$ cat src/rtl/tft_spi.sv
// tft_spi: free-running, write-only 16-bit SPI master (mode 0) for the TFT
// display controller. Each frame loads the parallel word once, then shifts it
// out MSB-first. Frames run back-to-back with no handshake.
module tft_spi #(
  parameter int CLK_DIV = 2
) (
  input  logic        MasterCLK,
  input  logic        sys_rst_n,
  input  logic [15:0] data,
  output logic [15:0] OutputData,
  output logic        SPI_MOSI,
  output logic        SPI_CLK
);

  // div_cnt only has to reach CLK_DIV-1; keep at least one bit for CLK_DIV=1
  localparam int DIV_W = (CLK_DIV > 1) ? $clog2(CLK_DIV) : 1;

  localparam logic [0:0] ST_LOAD  = 1'b0;
  localparam logic [0:0] ST_SHIFT = 1'b1;

  logic [0:0]       state;
  logic [DIV_W-1:0] div_cnt;
  logic [3:0]       bit_cnt;
  logic [15:0]      shift_reg;
  logic             div_end;

  assign div_end = (div_cnt == DIV_W'(CLK_DIV - 1));

  // Frame sequencer: one LOAD cycle, then 16 SPI_CLK periods of shifting
  always_ff @(posedge MasterCLK or negedge sys_rst_n) begin
    if (!sys_rst_n) begin
      state      <= ST_LOAD;
      div_cnt    <= '0;
      bit_cnt    <= '0;
      shift_reg  <= '0;
      OutputData <= '0;
      SPI_MOSI   <= 1'b0;
      SPI_CLK    <= 1'b0;
    end else begin
      case (state)
        ST_LOAD: begin
          // data is sampled here only; MSB goes out immediately so it has the
          // whole low phase to settle before the first rising edge
          shift_reg  <= data;
          OutputData <= data;
          SPI_MOSI   <= data[15];
          SPI_CLK    <= 1'b0;
          div_cnt    <= '0;
          bit_cnt    <= '0;
          state      <= ST_SHIFT;
        end
        ST_SHIFT: begin
          if (div_end) begin
            div_cnt <= '0;
            SPI_CLK <= ~SPI_CLK;
            // MOSI only moves on the high->low transition (CPHA=0)
            if (SPI_CLK) begin
              if (bit_cnt == 4'd15) begin
                state <= ST_LOAD;
              end else begin
                shift_reg <= shift_reg << 1;
                SPI_MOSI  <= shift_reg[14];
                bit_cnt   <= bit_cnt + 4'd1;
              end
            end
          end else begin
            div_cnt <= div_cnt + 1'b1;
          end
        end
        default: state <= ST_LOAD;
      endcase
    end
  end

endmodule

$ cat config.mk
export PLATFORM = sky130hd
export DESIGN_NAME = tft_spi
export DESIGN_NICKNAME = d
export VERILOG_FILES = /design/src/rtl/tft_spi.sv
export SDC_FILE = /design/constraint.sdc
export NUM_CORES = 1
export LEC_CHECK = 0
export BUFFER_PORTS_ARGS = -buffer_cell sky130_fd_sc_hd__buf_2
export CAP_MARGIN = 10
export CORE_ASPECT_RATIO = 0.6
export CORE_UTILIZATION = 53
export CTS_BUF_LIST = sky130_fd_sc_hd__clkbuf_16
export DETAILED_ROUTE_END_ITERATION = 7
export PLACE_DENSITY = 0.78
export SYNTH_ARGS = -nofsm -noshare
export SYNTH_HDL_FRONTEND = slang
export SYNTH_SLANG_ARGS = --single-unit
$ cat constraint.sdc
create_clock -name MasterCLK -period 1.95 [get_ports MasterCLK]
set_input_delay 0.585 -clock MasterCLK [delete_from_list [all_inputs] [get_ports MasterCLK]]
set_output_delay 0.585 -clock MasterCLK [all_outputs]
set_load 0.03 [all_outputs]
## After elaboration in Yosys (flattened, before gate mapping)

Cells that the tools add are included.

- Register bits: 39
- Bits of input ports: 18
- Output and inout bits: 18
- Logic and storage cells: 36

- $add $sub $neg: 2
- Equal/unequal tests: 4
- Multiplexer cells: 20
- Bitwise logic cells: 2
- Reductions and logical operators: 1

Operator list:

| kind | count |
|---|---|
| two-way mux 15 bit | 3 |
| case mux 15 bit (2 select lines) | 1 |
| two-way mux 4 bit | 3 |
| two-way mux 1 bit | 8 |
| case mux 1 bit (2 select lines) | 4 |
| case mux 4 bit (2 select lines) | 1 |
| adder 4 x 1 -> 4 bit (second input constant) | 1 |
| == test 4 bit (second input constant) | 1 |
| != test 2 bit (second input constant) | 2 |
| AND reduction 3 bit | 1 |
| != test 2 x 1 -> 1 bit (second input constant) | 1 |
| NOT 1 bit | 2 |
| adder 1 bit (second input constant) | 1 |

## Logic depth before layout (Yosys ltp)

Gate-level depths: netlist (run 1).

- Depth in word-level cells: 5
- Depth in mapped cells: 5
- Mapped depth without buffers: 4

## Least setup slack after synthesis (run 1)

OpenSTA, ideal clock, no wires.

- Kind: reg-to-reg
- Start: register bit_cnt[0]
- End: register SPI_MOSI
- Library setup time: 125 ps
- Arrival time: 1497 ps
- Required time: 1825 ps
- Slack: 328 ps
- Cell stages (with the launch flop): 6
- Buffers on the path: 1
- Clock period less this slack: 1622 ps
- Path through: dfrtp_1 > ha_1 > and3_4 > o21ai_4 > buf_12 > mux2_4

- Cells in the longest elaborated chain, start to end: 3

Ends and longest elaborated chain:

| element | line | source |
|---|---|---|
| start: declaration | 23 | `logic [3:0] bit_cnt;` |
| start signal: assignment | 63 | `bit_cnt <= bit_cnt + 4'd1;` |
| == test 4 bit | 58 | `if (bit_cnt == 4'd15) begin` |
| != test 2 bit (no source line) | - |  |
| AND reduction 3 bit (no source line) | - |  |
| end signal: assignment | 46 | `SPI_MOSI <= data[15];` |
| end signal: assignment | 62 | `SPI_MOSI <= shift_reg[14];` |
| end: declaration | 11 | `output logic SPI_MOSI,` |

Every way passes these cells.
A chain may end at the register's enable or synchronous reset.

## Final worst setup path (run 1)

- Start: register bit_cnt[0]
- End: register shift_reg[4]

- Cells in the longest elaborated chain, start to end: 3

Ends and longest elaborated chain:

| element | line | source |
|---|---|---|
| == test 4 bit | 58 |  |
| != test 2 bit (no source line) | - |  |
| AND reduction 3 bit (no source line) | - |  |
| end signal: assignment | 44 | `shift_reg <= data;` |
| end signal: assignment | 61 | `shift_reg <= shift_reg << 1;` |
| end: declaration | 24 | `logic [15:0] shift_reg;` |

Every way passes these cells.

==> run metrics, run 1 <==
outcome finished clean; CTS buffer count 5; slowest cell delay on critical path 0.41 ns; largest net degree at the start of global routing 31; crit path max fanout 17; setup repair after global routing missed its margin no; placed insts 237; Finished Core Util 0.709; first-pass GRT wire length 5460 microns; ys flop type dfrtp_1; ys async rst share 1.00; Setup Fix Bufs, Post-CTS 0; origin of the critical flop-to-flop path bit_cnt[0]$_DFFE_PN0P_; total power 1.86 mW; nets 221; Die X 76.0 microns; CTS sink cnt 39; I/O Pins 36; final wirelength 3360 microns; synthesized area 1740 sq um; commonest non-fill, non-tap cell in the layout nand2_1; share of cells above drive strength 1 0.340; Worst Skew 0.00474 ns; Ant. Diodes 0; Placement Setup Slack 0.292 ns; cts repair resizes 0; max cap viols 0; ANT nets after route 0; initial antenna violation count 0; Finished Layout Cells 245; post-synthesis sequential area ratio 0.561; # setup viols final 0; vias 1199; vias in the first global route 1136; Crit Path Class flop to flop; total negative slack 0 ns; GPL Wtd Cong 0.758; synth unique cells 29; cell count after synthesis 162; initial core utilization 0.580; Final Instance Area 2130 sq um; Critical Path AT 1.82 ns; flip-flop count of the largest register after layout 16; Vias per Instance 4.89; Final period util 0.851; CTS Buffer Depth 2; syn_nets 181; max-slew violations 0; total track usage 0.215; Hold WC Path Type primary input to async pin; core area 3000 sq um; VDD IR max 0.512 mV; drt drc 0; hold slack final 0.333 ns; Rows 15; critical path cell sequence ha_1, and3_4, o21ai_4, buf_12, mux2_2; CTS tree done; Post-CTS Hold Fix Bufs 0; port buffer count 35; YS warnings 0; Clk Latency, worst-skew pair 0.28 ns; fill count 228; Worst Path Required 2.11 ns; average instance area after synthesis 10.7 sq um; Critical path origin bit_cnt[0]$_DFFE_PN0P_; maximum clock rate 0.603 GHz; buffers and inverters on the worst path 1; P_leak 1.16 nW; Final HPWL DP 2320 microns; CP Launch Type flop; critical path's top delay family flip-flops; most frequent cells in the layout nand2_1, dfrtp_1, buf_2; Clock transition at path regs 0.06 ns; fin worst setup slack 0.291 ns; Area growth syn-to-layout 22.3%; Final Hold Fails 0; area of the multi-input gates 699 sq um; Final Critical Period 1.66 ns; #FFs+latches synth 39; slew margin rel. 0.558; PD cells 872 nW/um^2; DIE AREA 3520 sq um; Die Y 46.4 microns; number of flops mapped to enable cells by yosys 0; gr ovfl total 0; H-tree depth 2; DR iter-0 viols 71; CP Capture Type flop; CTS root buffer clkbuf_16; Area after DPL 1960 sq um; Critical-path top delay cell dfrtp_1; register area 976 sq um; worst slew pin tran 0.663 ns; routed len/inst 13.7 microns; DRT Pass-1 Iters 4
kinds of logic (layout without fill, tap and decap cells):
| group | after synthesis | count (layout) | synth area share |
|---|---|---|---|
| buffers and inverters | 10 | 51 | 0.0374 |
| and+or+nand+nor | 87 | 87 | 0.232 |
| DFF | 39 | 39 | 0.561 |
| AOI/OAI and AO/OA | 8 | 8 | 0.0374 |
| xor gates and xnor gates | 1 | 1 | 0.00503 |
| muxes | 16 | 16 | 0.120 |
| adders and majority gates | 1 | 1 | 0.00719 |
routing by layer:
layer,track usage,part of all wire,vias to the layer above
met5,0,0,-
met4,0.0923,0.010,0
met3,0.0614,0.046,5
met2,0.353,0.46,34
met1,0.278,0.49,559
li1,-,-,601
cells in the mapped netlist, types with 2 or more instances:
cell	n	share of area
mux2_2	7	0.045
mux2_4	8	0.069
inv_1	3	0.0065
nand2b_1	16	0.058
buf_2	3	0.0086
dfrtp_1	39	0.56
o21ai_0	2	0.0058
clkbuf_1	2	0.0043
nand2_1	62	0.13
cell type report:
class                      instances  area share
timing repair buffer              40       0.106
clock buffer                       5      0.0588
clock inverter                     3      0.0182
multi-input combinational        113       0.329
tap                               42      0.0247
inverter                           3     0.00529
sequential                        39       0.459
power breakdown:
group	switching, mW	internal [mW]
clock network	0.303	0.596
registers	0.0109	0.831
logic	0.0757	0.0401
path summary, 6_finish.rpt:
check,to,slack (ns),depth (start not counted)
worst max register to register,shift_reg[4]$_DFFE_PN0P_,0.29,5
min in group MasterCLK,OutputData[4]$_DFFE_PN0N_,0.47,2
max in group asynchronous,OutputData[11]$_DFFE_PN0N_,1.07,2
worst max-delay path,shift_reg[4]$_DFFE_PN0P_,0.29,5
worst min-delay path,OutputData[7]$_DFFE_PN0N_,0.33,1
worst min register to register,OutputData[4]$_DFFE_PN0N_,0.47,2
(Power assumes the default switching activity.)
==> run 2: changes to the inputs <==
Settings changed: PLACE_DENSITY 0.78 to unset, PLACE_DENSITY_LB_ADDON set to 0.15.
==> run 2 against run 1 <==
  * Non-clock buffer count is the same
  * Via count grew 1.5%
  * Setup slack gained 0.015 ns
  * Final cell count is the same
  * Register-to-register slack gained 0.02 ns
  * Clock power is essentially flat
  * Die area is the same
  * Highest routed layer unchanged
==> run metrics, run 2 (same netlist as run 1, synthesis figures left out) <==
max-slew violations 0 (unchanged); fin worst setup slack 0.306 ns (+0.0151 ns); gr ovfl total 0 (unchanged); nets 221 (unchanged); Die Y 46.4 microns (unchanged); P_leak 1.16 nW (unchanged); # setup viols final 0 (unchanged); Worst Path Required 2.11 ns (about the same); most frequent cells in the layout nand2_1, dfrtp_1, buf_2; Vias per Instance 4.97 (+1.5%); Final Critical Period 1.64 ns (-0.0151 ns); Final Hold Fails 0 (unchanged); total power 1.86 mW (about the same); worst slew pin tran 0.634 ns (-0.0282 ns); R2R setup slack 0.31 ns (+0.02 ns); first-pass GRT wire length 5420 microns (-0.75%); critical path cell sequence ha_1, and3_4, o21ai_4, buf_12, mux2_2; initial antenna violation count 0 (unchanged); CTS buffer count 5 (unchanged); Post-CTS Hold Fix Bufs 0 (unchanged); Hold WC Path Type primary input to async pin; GPL Wtd Cong 0.896 (+18%); routed len/inst 13.5 microns (-1.9%); vias in the first global route 1144 (+0.70%); Crit Path Class flop to flop; share of cells above drive strength 1 0.340 (unchanged); CTS sink cnt 39 (unchanged); Final HPWL DP 2250 microns (-3.2%); Area growth syn-to-layout 22.3% (unchanged); drt drc 0 (unchanged); Clock transition at path regs 0.06 ns (about the same); Critical Path AT 1.81 ns (about the same); largest net degree at the start of global routing 29 (-6.5%); initial core utilization 0.580 (unchanged); commonest non-fill, non-tap cell in the layout nand2_1; CTS root buffer clkbuf_16; setup repair after global routing missed its margin no; ANT nets after route 0 (unchanged); cts repair resizes 0 (unchanged); PD cells 873 nW/um^2 (about the same); Setup Fix Bufs, Post-CTS 0 (unchanged); slew margin rel. 0.577 (+0.0188); core area 3000 sq um (unchanged); Worst Skew 0.00539 ns (+0.000642 ns); port buffer count 35 (unchanged); maximum clock rate 0.608 GHz (+0.92%); flip-flop count of the largest register after layout 16 (unchanged); slowest cell delay on critical path 0.40 ns (about the same); DR iter-0 viols 65 (-8.5%); vias 1217 (+1.5%); CTS Buffer Depth 2 (unchanged); CP Launch Type flop; final wirelength 3300 microns (-1.9%); VDD IR max 0.575 mV (+12%); Rows 15 (unchanged); fill count 238 (+4.4%); Ant. Diodes 0 (unchanged); crit path max fanout 17 (unchanged); Critical-path top delay cell dfrtp_1; DIE AREA 3520 sq um (unchanged); I/O Pins 36 (unchanged); Die X 76.0 microns (unchanged); outcome finished clean; H-tree depth 2 (unchanged); total track usage 0.216 (+0.000622); CP Capture Type flop; Placement Setup Slack 0.313 ns (+0.0215 ns); total negative slack 0 ns (unchanged); CTS tree done; max cap viols 0 (unchanged); DRT Pass-1 Iters 4 (unchanged); Final period util 0.843 (-0.00772); Clk Latency, worst-skew pair 0.28 ns (about the same)
==> run 2: final timing paths <==
kind	endpoint	start	cells after the start
setup / recovery	shift_reg[3]$_DFFE_PN0P_	bit_cnt[0]$_DFFE_PN0P_	5
hold / removal	OutputData[7]$_DFFE_PN0N_	sys_rst_n	1
setup reg to reg	shift_reg[3]$_DFFE_PN0P_	bit_cnt[0]$_DFFE_PN0P_	5
hold reg to reg	OutputData[8]$_DFFE_PN0N_	OutputData[8]$_DFFE_PN0N_	2
max in group asynchronous	OutputData[11]$_DFFE_PN0N_	sys_rst_n	2
min in group MasterCLK	OutputData[8]$_DFFE_PN0N_	OutputData[8]$_DFFE_PN0N_	2
==> run 2: final cells by class <==
cell class / instances / area (sq um) / share of cell area
flip-flops and latches: 39 / 976 / 0.459
multi-input cells: 113 / 699 / 0.329
repair buffers: 40 / 225 / 0.106
clock buffers: 5 / 125 / 0.0588
well taps: 42 / 52.6 / 0.0247
clock inverters: 3 / 38.8 / 0.0182
inverters: 3 / 11.3 / 0.00529
==> run 2: through the flow <==
| step | util | hold WS, ns | cell area, sq um | cells |
|---|---|---|---|---|
| detailed placement | 0.654 | 0.460 | 1960 | 237 |
| global placement | 0.654 | 0.457 | 1960 | 237 |
| floorplan | - | 0.289 | 1740 | 162 |
| global route | 0.709 | 0.354 | 2130 | 245 |
| CTS | 0.709 | 0.337 | 2130 | 245 |
| finish | 0.709 | 0.320 | 2130 | 245 |
==> run 2: worst max-delay path, delay by kind of cell (launching register included) <==
| kind | cells | cell delay (ns) |
|---|---|---|
| adders and majority gates | 1 | 0.25 |
| buffers and inverters | 1 | 0.18 |
| DFF | 1 | 0.40 |
| muxes | 1 | 0.35 |
| and+or+nand+nor | 1 | 0.18 |
| AOI/OAI and AO/OA | 1 | 0.16 |
==> run 2: per-layer routing <==
layer,up-vias,GRT usage,routed length [microns]
li1,598,-,-
met1,577,0.257,1490
met2,37,0.364,1570
met3,5,0.0891,218
met4,0,0.0846,25
met5,-,0,0
==> run 2: report_power, final <==
part / internal [mW] / total, mW / leakage (nW) / switching (mW)
sequential: 0.831 / 0.842 / 0.484 / 0.0112
combinational: 0.0401 / 0.116 / 0.590 / 0.0759
clock: 0.596 / 0.899 / 0.0812 / 0.303
total: 1.47 / 1.86 / 1.16 / 0.391
